==> src/rtl/int_branch_recovery_arbiter.sv <==
// Picks the oldest mispredicted branch across integer lanes, holds it as a single
// recovery request, and filters or defers later mispredicts during the recovery window.
module int_branch_recovery_arbiter #(
    parameter int ISSUE_WIDTH = 2,
    parameter int ALPTR_WIDTH = 6,
    parameter int ADDR_WIDTH  = 32,
    parameter int CNT_WIDTH   = 16
) (
    input  logic                              clk,
    input  logic                              rst,
    input  logic                              stall,
    input  logic [ISSUE_WIDTH-1:0]            lane_valid,
    input  logic [ISSUE_WIDTH-1:0]            lane_mispred,
    input  logic [ISSUE_WIDTH*ALPTR_WIDTH-1:0] lane_alptr,
    input  logic [ISSUE_WIDTH*ADDR_WIDTH-1:0]  lane_target,
    input  logic [ALPTR_WIDTH-1:0]            head_ptr,
    output logic                              req_valid,
    input  logic                              req_ready,
    output logic [ALPTR_WIDTH-1:0]            req_alptr,
    output logic [ADDR_WIDTH-1:0]             req_target,
    input  logic                              recovery_done,
    output logic                              busy,
    output logic [CNT_WIDTH-1:0]              mispred_count,
    output logic [CNT_WIDTH-1:0]              suppressed_count
);

    typedef enum logic [1:0] {S_IDLE, S_PENDING, S_WAIT_DONE} state_t;

    state_t                  r_state;
    logic [ALPTR_WIDTH-1:0]  r_held_ptr;
    logic [ADDR_WIDTH-1:0]   r_held_tgt;
    logic [ALPTR_WIDTH-1:0]  r_sent_ptr;
    logic                    r_def_valid;
    logic [ALPTR_WIDTH-1:0]  r_def_ptr;
    logic [ADDR_WIDTH-1:0]   r_def_tgt;
    logic [CNT_WIDTH-1:0]    r_mispred_cnt;
    logic [CNT_WIDTH-1:0]    r_supp_cnt;

    logic                    w_cand_valid;
    logic [ALPTR_WIDTH-1:0]  w_cand_ptr;
    logic [ADDR_WIDTH-1:0]   w_cand_tgt;
    logic [ALPTR_WIDTH-1:0]  w_cand_age;
    logic                    w_older_held;
    logic                    w_older_sent;
    logic                    w_older_def;
    logic                    w_def_nv;
    logic [ALPTR_WIDTH-1:0]  w_def_nptr;
    logic [ADDR_WIDTH-1:0]   w_def_ntgt;
    logic                    w_mc_inc;
    logic                    w_sc_inc;

    // Modular distance from the active-list head; unsigned subtraction wraps naturally.
    function automatic logic [ALPTR_WIDTH-1:0] f_age(input logic [ALPTR_WIDTH-1:0] p,
                                                     input logic [ALPTR_WIDTH-1:0] h);
        return p - h;
    endfunction

    // NOTE: every always_comb output gets a default first so no latch is inferred.
    always_comb begin
        w_cand_valid = 1'b0;
        w_cand_ptr   = '0;
        w_cand_tgt   = '0;
        w_cand_age   = '1;
        for (int i = 0; i < ISSUE_WIDTH; i++) begin
            if (lane_valid[i] && lane_mispred[i] && !stall) begin
                // Strict less-than keeps the lower lane on an age tie.
                if (!w_cand_valid ||
                    f_age(lane_alptr[i*ALPTR_WIDTH +: ALPTR_WIDTH], head_ptr) < w_cand_age) begin
                    w_cand_valid = 1'b1;
                    w_cand_ptr   = lane_alptr[i*ALPTR_WIDTH +: ALPTR_WIDTH];
                    w_cand_tgt   = lane_target[i*ADDR_WIDTH +: ADDR_WIDTH];
                    w_cand_age   = f_age(lane_alptr[i*ALPTR_WIDTH +: ALPTR_WIDTH], head_ptr);
                end
            end
        end
    end

    assign w_older_held = w_cand_age < f_age(r_held_ptr, head_ptr);
    assign w_older_sent = w_cand_age < f_age(r_sent_ptr, head_ptr);
    assign w_older_def  = w_cand_age < f_age(r_def_ptr,  head_ptr);

    always_comb begin
        w_def_nv   = r_def_valid;
        w_def_nptr = r_def_ptr;
        w_def_ntgt = r_def_tgt;
        if (w_cand_valid && w_older_sent && (!r_def_valid || w_older_def)) begin
            w_def_nv   = 1'b1;
            w_def_nptr = w_cand_ptr;
            w_def_ntgt = w_cand_tgt;
        end
    end

    assign w_mc_inc = (r_state == S_PENDING) && req_ready;
    assign w_sc_inc = w_cand_valid &&
                      (((r_state == S_PENDING) && !(req_ready && w_older_held)) ||
                       ((r_state == S_WAIT_DONE) && !w_older_sent));

    // NOTE: sequential state uses non-blocking assignments only; held registers are
    // reset because req_alptr/req_target must read zero out of reset.
    always_ff @(posedge clk or negedge rst) begin
        if (!rst) begin
            r_state     <= S_IDLE;
            r_held_ptr  <= '0;
            r_held_tgt  <= '0;
            r_sent_ptr  <= '0;
            r_def_valid <= 1'b0;
            r_def_ptr   <= '0;
            r_def_tgt   <= '0;
        end else begin
            case (r_state)
                S_IDLE: begin
                    if (w_cand_valid) begin
                        r_held_ptr <= w_cand_ptr;
                        r_held_tgt <= w_cand_tgt;
                        r_state    <= S_PENDING;
                    end
                end
                S_PENDING: begin
                    if (req_ready) begin
                        r_sent_ptr <= r_held_ptr;
                        r_state    <= S_WAIT_DONE;
                        if (w_cand_valid && w_older_held) begin
                            r_def_valid <= 1'b1;
                            r_def_ptr   <= w_cand_ptr;
                            r_def_tgt   <= w_cand_tgt;
                        end
                    end else if (w_cand_valid && w_older_held) begin
                        r_held_ptr <= w_cand_ptr;
                        r_held_tgt <= w_cand_tgt;
                    end
                end
                S_WAIT_DONE: begin
                    r_def_valid <= w_def_nv;
                    r_def_ptr   <= w_def_nptr;
                    r_def_tgt   <= w_def_ntgt;
                    if (recovery_done) begin
                        r_def_valid <= 1'b0;
                        if (w_def_nv) begin
                            r_held_ptr <= w_def_nptr;
                            r_held_tgt <= w_def_ntgt;
                            r_state    <= S_PENDING;
                        end else begin
                            r_state <= S_IDLE;
                        end
                    end
                end
                default: r_state <= S_IDLE;
            endcase
        end
    end

    always_ff @(posedge clk or negedge rst) begin
        if (!rst) begin
            r_mispred_cnt <= '0;
            r_supp_cnt    <= '0;
        end else begin
            if (w_mc_inc && (r_mispred_cnt != '1)) r_mispred_cnt <= r_mispred_cnt + 1'b1;
            if (w_sc_inc && (r_supp_cnt != '1))    r_supp_cnt    <= r_supp_cnt + 1'b1;
        end
    end

    assign req_valid        = (r_state == S_PENDING);
    assign busy             = (r_state != S_IDLE);
    assign req_alptr        = r_held_ptr;
    assign req_target       = r_held_tgt;
    assign mispred_count    = r_mispred_cnt;
    assign suppressed_count = r_supp_cnt;

endmodule

==> config.mk <==
export PLATFORM = sky130hd
export DESIGN_NAME = int_branch_recovery_arbiter
export DESIGN_NICKNAME = d
export VERILOG_FILES = /design/src/rtl/int_branch_recovery_arbiter.sv
export SDC_FILE = /design/constraint.sdc
export NUM_CORES = 1
export LEC_CHECK = 0
export BUFFER_PORTS_ARGS = -buffer_cell sky130_fd_sc_hd__buf_2
export CORE_MARGIN = 2
export CORE_UTILIZATION = 52
export CTS_CLUSTER_SIZE = 8
export DETAILED_ROUTE_END_ITERATION = 10
export GPL_ROUTABILITY_DRIVEN = 1
export PLACE_DENSITY = 0.77
export SKIP_CTS_REPAIR_TIMING = 1
export SLEW_MARGIN = 30
export SYNTH_ARGS = -nofsm -noshare
export SYNTH_HDL_FRONTEND = slang
export SYNTH_SLANG_ARGS = --single-unit
==> constraint.sdc <==
create_clock -name clk -period 11.2 [get_ports clk]
set_input_delay 0 -clock clk [delete_from_list [all_inputs] [get_ports clk]]
set_output_delay 0 -clock clk [all_outputs]
set_load 0.01 [all_outputs]
==> results of run 1 <==
==> path summary, 6_finish.rpt <==
check	start	to	cells after the start	slack [ns]
setup / recovery	head_ptr[1]	r_def_tgt[5]$_DFFE_PN0P_	28	4.81
hold / removal	lane_target[7]	r_def_tgt[7]$_DFFE_PN0P_	4	-0.03
setup reg to reg	r_sent_ptr[1]$_DFFE_PN0P_	r_def_tgt[16]$_DFFE_PN0P_	18	6.28
hold reg to reg	req_target[17]$_DFFE_PN0P_	req_target[17]$_DFFE_PN0P_	2	0.48
max in group asynchronous	rst	r_def_tgt[2]$_DFFE_PN0P_	4	9.96
min in group asynchronous	rst	suppressed_count[13]$_DFFE_PN0P_	2	0.10
==> flip-flops by register name (all words and copies together), names as in the netlist <==
register,count
suppressed_count,16
mispred_count,16
r_def_ptr,6
r_def_tgt,32
r_state,2
req_target,32
r_def_valid,1
req_alptr,6
r_sent_ptr,6
==> final cells by class <==
type / count / area (um^2) / area share
inverter: 24 / 90.1 / 0.00975
timing repair buffer: 206 / 1250 / 0.135
sequential: 117 / 2930 / 0.317
clock buffer: 23 / 468 / 0.0506
clock inverter: 9 / 174 / 0.0188
multi-input combinational: 576 / 4100 / 0.444
tap: 180 / 225 / 0.0244
==> Yosys cell counts (all sizes together) (3+ instances only) <==
cell / number
o21ai: 50
or2: 5
buf: 20
fa: 5
clkbuf: 12
nand3: 59
or3: 8
nor3: 7
a211oi: 4
mux2: 46
nand4: 8
mux2i: 42
xnor2: 31
o31ai: 3
dfrtp: 117
nand2: 138
nor2: 20
nand2b: 6
a21o: 14
o21a: 8
and2: 6
and3: 6
a21oi: 21
inv: 24
ha: 43
xor2: 16
nor2b: 6
==> report_power, final <==
group | internal (W) | switching [W]
logic | 0.000415 | 0.000520
clock network | 0.000406 | 0.000186
registers | 0.000555 | 0.000103
total | 0.00138 | 0.000809
==> tightest hold or removal path, cell delays in order <==
cell and delay [ns]:
buf_2 0.08, nand3_1 0.05, nand2_1 0.08, mux2_2 0.13
==> layer usage <==
metal / part of all wire / GRT usage
met1: 0.44 / 0.324
met3: 0.055 / 0.0525
met4: 0.014 / 0.0704
met2: 0.49 / 0.411
met5: 0 / 0
==> stage by stage <==
stage,hold slack (ns),total power [W]
after floorplan,-0.296,0.00134
after CTS,-0.433,0.00218
final,-0.0316,0.00218
after global placement,-0.00396,0.00156
after detailed placement,0.00118,0.00158
after global routing,0.00237,0.00233
==> logic make-up after synthesis <==
kind of cell    Yosys count  share of synthesized area
mux                      88                      0.139
xor+xnor                 47                     0.0564
fa+ha+maj                48                     0.0874
compound gates          118                      0.104
buf+inv                  56                     0.0397
flops                   117                      0.401
simple gates            275                      0.173
==> metrics.txt, run 1 <==
status complete, but fails checks; failing checks negative hold slack; most frequent cells in the layout buf_2, nand2_1, dfrtp_1; die height 123 um; first-pass GRT wire length 28.9 mm; Distinct cells, synth 58; Worst-Margin Slew 0.783 ns; Nets 1081; CTS tree yes; full die area approximately 15000 um^2; Vias per Instance about 5.5; Yosys top cell area share 0.401; CP delay by family, top simple AND/OR/NAND/NOR gates; Antenna Diode Count 0; crit path DAT 6.68 ns; worst hold path type in2reg; Root Driver clkbuf_16; ys async rst share 1.00; Worst setup SP type primary input; crit end category register; PortBufs 162; Mapped Cells 749; All-Layer GR Usage 0.247; final core utilization 0.668; DR WL/cell 16.6 um; Final Cell Area ~9200 um^2; IO Pins 163; Starting Density 0.528; critical path's slowest cell nand2_4; maximum clock frequency between 150 and 200 MHz; max-slew violations 0; # setup viols final 0; Hold Slack -0.0316 ns; drt total wl 18.8 mm; worst-case clock buffer depth 2; Syn Std Cell Area about 7300 um^2; final worst setup slack 4.81 ns; Clock Latency Late Sink 0.41 ns; final clock skew between 0.01 and 0.015 ns; Pleak between 4 and 5 nW; setup_tns 0 ns; Area contributors post-synth dfrtp_1, ha_1, nand2_1; pin count of the biggest net entering global routing 77; #FFs+latches synth 117; period utilization 0.570; Seq/Total Area, Yosys 0.401; clk sinks 117; area grow syn2layout 26.5%; final hold violations 17; num rows 43; Worst Path Buf+Inv 5; htree depth 4; Via Count between 6000 and 7000; PD cells approximately 240 nW/um^2; RD Place Congestion just over 0.9; worst slack, placed 4.45 ns; ys flop type dfrtp_1; top cell type by total area after synthesis dfrtp_1; max incr delay on CP 0.59 ns; Worst EP required 11.49 ns; fraction of layout cells with a size suffix above 1 0.268; GRT overflow 0; placed cells 1065; placed cell areas 8220 um^2; initial antenna violation count 0; area of the core 13800 um^2; most common cell after layout, fill and taps aside buf_2; post-DP HPWL roughly 13 mm; Setup CP Type in2reg; worst vdd ir ~120 uV; DRT antenna net count 0; Layout fillers between 1000 and 1500; Slew headroom 0.478; vias in the first global route roughly 6000; Iteration-0 DRC Markers 330; EDFF count, synth 0; maxcap violations 0; Mapped Avg Cell Area 9.75 um^2; TritonCTS Buffers 17; first-pass iteration count of the detailed router 6; Post-Layout Cell Count 1135; Worst Path Max Fanout between 40 and 50; crit path time final 6.39 ns; unrepaired setup endpoints after global routing no; floorplan die width 123 um; # DRC 0; syn_nets 888; CTS clk-pin slew, worst paths 0.05 ns; YS warnings 0
Power figures use the tool's default switching activity.
==> run 2, diff against run 1 <==
- clock period: 11.2 -> 6.2 ns (I/O delays scaled with it)
==> run 2 against run 1 <==
Compared with the run above:
- the run still ends with negative hold slack left
- count of clock-buffer cells in the layout increased by 1
- die area unchanged
- first-iteration DRC count increased by 5.2%
- non-clock buffer count increased by 1
- global-route usage decreased by 0.63 points
- largest cell class unchanged
==> metrics.txt, run 2 (synthesis gave the netlist of run 1 again) <==
status complete, but fails checks (unchanged); failing checks negative hold slack (unchanged); PD cells 430 nW/um^2 (was 236 nW/um^2); Layout fillers 1044 (was 1085); crit path time final 5.35 ns; TritonCTS Buffers 17 (unchanged); Antenna Diode Count 0 (unchanged); maximum clock frequency 187 MHz; Hold Slack -0.0431 ns (was -0.0316 ns); GRT overflow 0 (unchanged); CTS tree yes (unchanged); power share of the clock group 0.272 (was 0.271); floorplan die width 123 um (unchanged); Worst-Margin Slew 0.672 ns (was 0.783 ns); final core utilization 0.672 (was 0.668); final hold violations 17 (unchanged); combinational share of power 0.431 (was 0.428); Via Count 6116 (was 6205); max-slew violations 0 (unchanged); post-DP HPWL 12.5 mm (was 12.7 mm); Root Driver clkbuf_16 (unchanged); pin count of the biggest net entering global routing 78 (was 77); Pleak 5.02 nW (was 5.00 nW); RD Place Congestion 0.908 (was 0.933); area of the core 13800 um^2 (unchanged); vias in the first global route 5726 (was 5970); grt peak-use layer met2 (unchanged); placed cells 1067 (was 1065); IO Pins 163 (unchanged); worst hold path type in2reg (unchanged); Worst Path Max Fanout 38 (was 46); Starting Density 0.528 (unchanged); Nets 1082 (was 1081); switching part of the total 0.365 (was 0.370); htree depth 4 (unchanged); Post-Layout Cell Count 1136 (was 1135); drt total wl 17.8 mm (was 18.8 mm); final worst setup slack 0.850 ns (was 4.81 ns); Net Sw Power 0.00146 W (was 0.000809 W); unrepaired setup endpoints after global routing no (unchanged); maxcap violations 0 (unchanged); # setup viols final 0 (unchanged); Setup CP Type in2reg (unchanged); first-pass iteration count of the detailed router 4 (was 6); worst vdd ir 217 uV (was 117 uV); Vias per Instance 5.38 (was 5.47); final clock skew 0.0116 ns (was 0.0142 ns); PortBufs 162 (unchanged); Seq pwr share 0.297 (was 0.301); Iteration-0 DRC Markers 347 (was 330); GR Util met1 0.332 (was 0.324); area grow syn2layout 27.1% (was 26.5%); DR WL/cell 15.6 um (was 16.6 um); Clock Latency Late Sink 0.41 ns (about the same); worst slack, placed 0.539 ns (was 4.45 ns); All-Layer GR Usage 0.240 (was 0.247); Worst EP required 6.49 ns (was 11.49 ns); most frequent cells in the layout buf_2, nand2_1, dfrtp_1 (unchanged); initial antenna violation count 1 (was 0); first-pass GRT wire length 28.3 mm (was 28.9 mm); CTS clk-pin slew, worst paths 0.05 ns (about the same); fraction of layout cells with a size suffix above 1 0.271 (was 0.268); # DRC 0 (unchanged); max incr delay on CP 0.43 ns (was 0.59 ns); period utilization 0.863; Worst setup SP type primary input (unchanged); GR Util met2 0.390 (was 0.411); met3 Resource Use GR 0.0511 (was 0.0525); die height 123 um (unchanged); critical path's slowest cell a211o_1 (was nand2_4); worst-case clock buffer depth 2 (unchanged); clk sinks 117 (unchanged); setup_tns 0 ns (unchanged); crit end category register (unchanged); num rows 43 (unchanged); P_int 0.00254 W (was 0.00138 W); DRT antenna net count 0 (unchanged); full die area 15000 um^2 (unchanged); Design Power 0.00400 W (was 0.00218 W); most common cell after layout, fill and taps aside buf_2 (unchanged); crit path DAT 5.64 ns (was 6.68 ns); Slew headroom 0.552 (was 0.478)
==> run 2: changes by cell type in the layout (fill, tap and decap cells not counted) <==
| cell | previous run | this run |
|---|---|---|
| nand2_2 | 0 | 1 |
| clkbuf_1 | 4 | 3 |
| dlygate4sd3_1 | 38 | 37 |
| clkinv_2 | 3 | 2 |
| buf_6 | 0 | 1 |
| clkbuf_8 | 2 | 4 |
| nand2_4 | 1 | 0 |
| buf_12 | 1 | 3 |
| buf_4 | 6 | 5 |
==> run 2: per-stage QoR <==
stage	area, um^2	hold WS [ns]
6_report	9290	-0.0431
5_1_grt	9290	0.000873
4_1_cts	8910	-0.423
3_5_place_dp	8250	0.00586
3_3_place_gp	8250	0.00436
2_1_floorplan	7300	-0.296
==> run 2: per-layer routing <==
layer  wire length [um]  vias to the layer above
met5                 13                        -
met4                187                        2
met3                874                       21
met2               8520                      160
met1               8160                     2923
li1                   -                     3010
==> run 2: layout make-up <==
class	count	area, um^2	area share
clock buffer	24	492	0.0529
clock inverter	8	169	0.0182
inverter	24	90.1	0.00970
multi-input combinational	576	4100	0.441
sequential	117	2930	0.315
tap	180	225	0.0242
timing repair buffer	207	1280	0.138
==> run 2: worst paths after layout <==
kind                                            start                          endpoint  slack (ns)  cells past startpoint
setup / recovery                          head_ptr[2]          r_def_tgt[2]$_DFFE_PN0P_        0.85                     26
hold reg to reg            req_target[18]$_DFFE_PN0P_        req_target[18]$_DFFE_PN0P_        0.48                      2
setup reg to reg            r_sent_ptr[1]$_DFFE_PN0P_        req_target[17]$_DFFE_PN0P_        2.06                     18
hold / removal                        lane_target[33]          r_def_tgt[1]$_DFFE_PN0P_       -0.04                      4
max in group asynchronous                         rst          req_alptr[1]$_DFFE_PN0P_        5.06                      3
min in group asynchronous                         rst  suppressed_count[14]$_DFFE_PN0P_        0.10                      2
==> run 2: power groups by stage <==
stage                     Clock, W  Combinational (W)  Sequential, W
after floorplan                  0            0.00121        0.00122
after global placement           0            0.00167        0.00118
after detailed placement         0            0.00170        0.00119
after CTS                  0.00110            0.00170        0.00118
after global routing       0.00114            0.00192        0.00122
final                      0.00109            0.00172        0.00119
==> run 2: critical path, delay by kind of cell <==
kind | cells | cell delay (ns)
fa+ha+maj | 3 | 0.85
mux | 1 | 0.38
simple gates | 8 | 1.58
compound gates | 10 | 2.18
buf+inv | 4 | 0.62
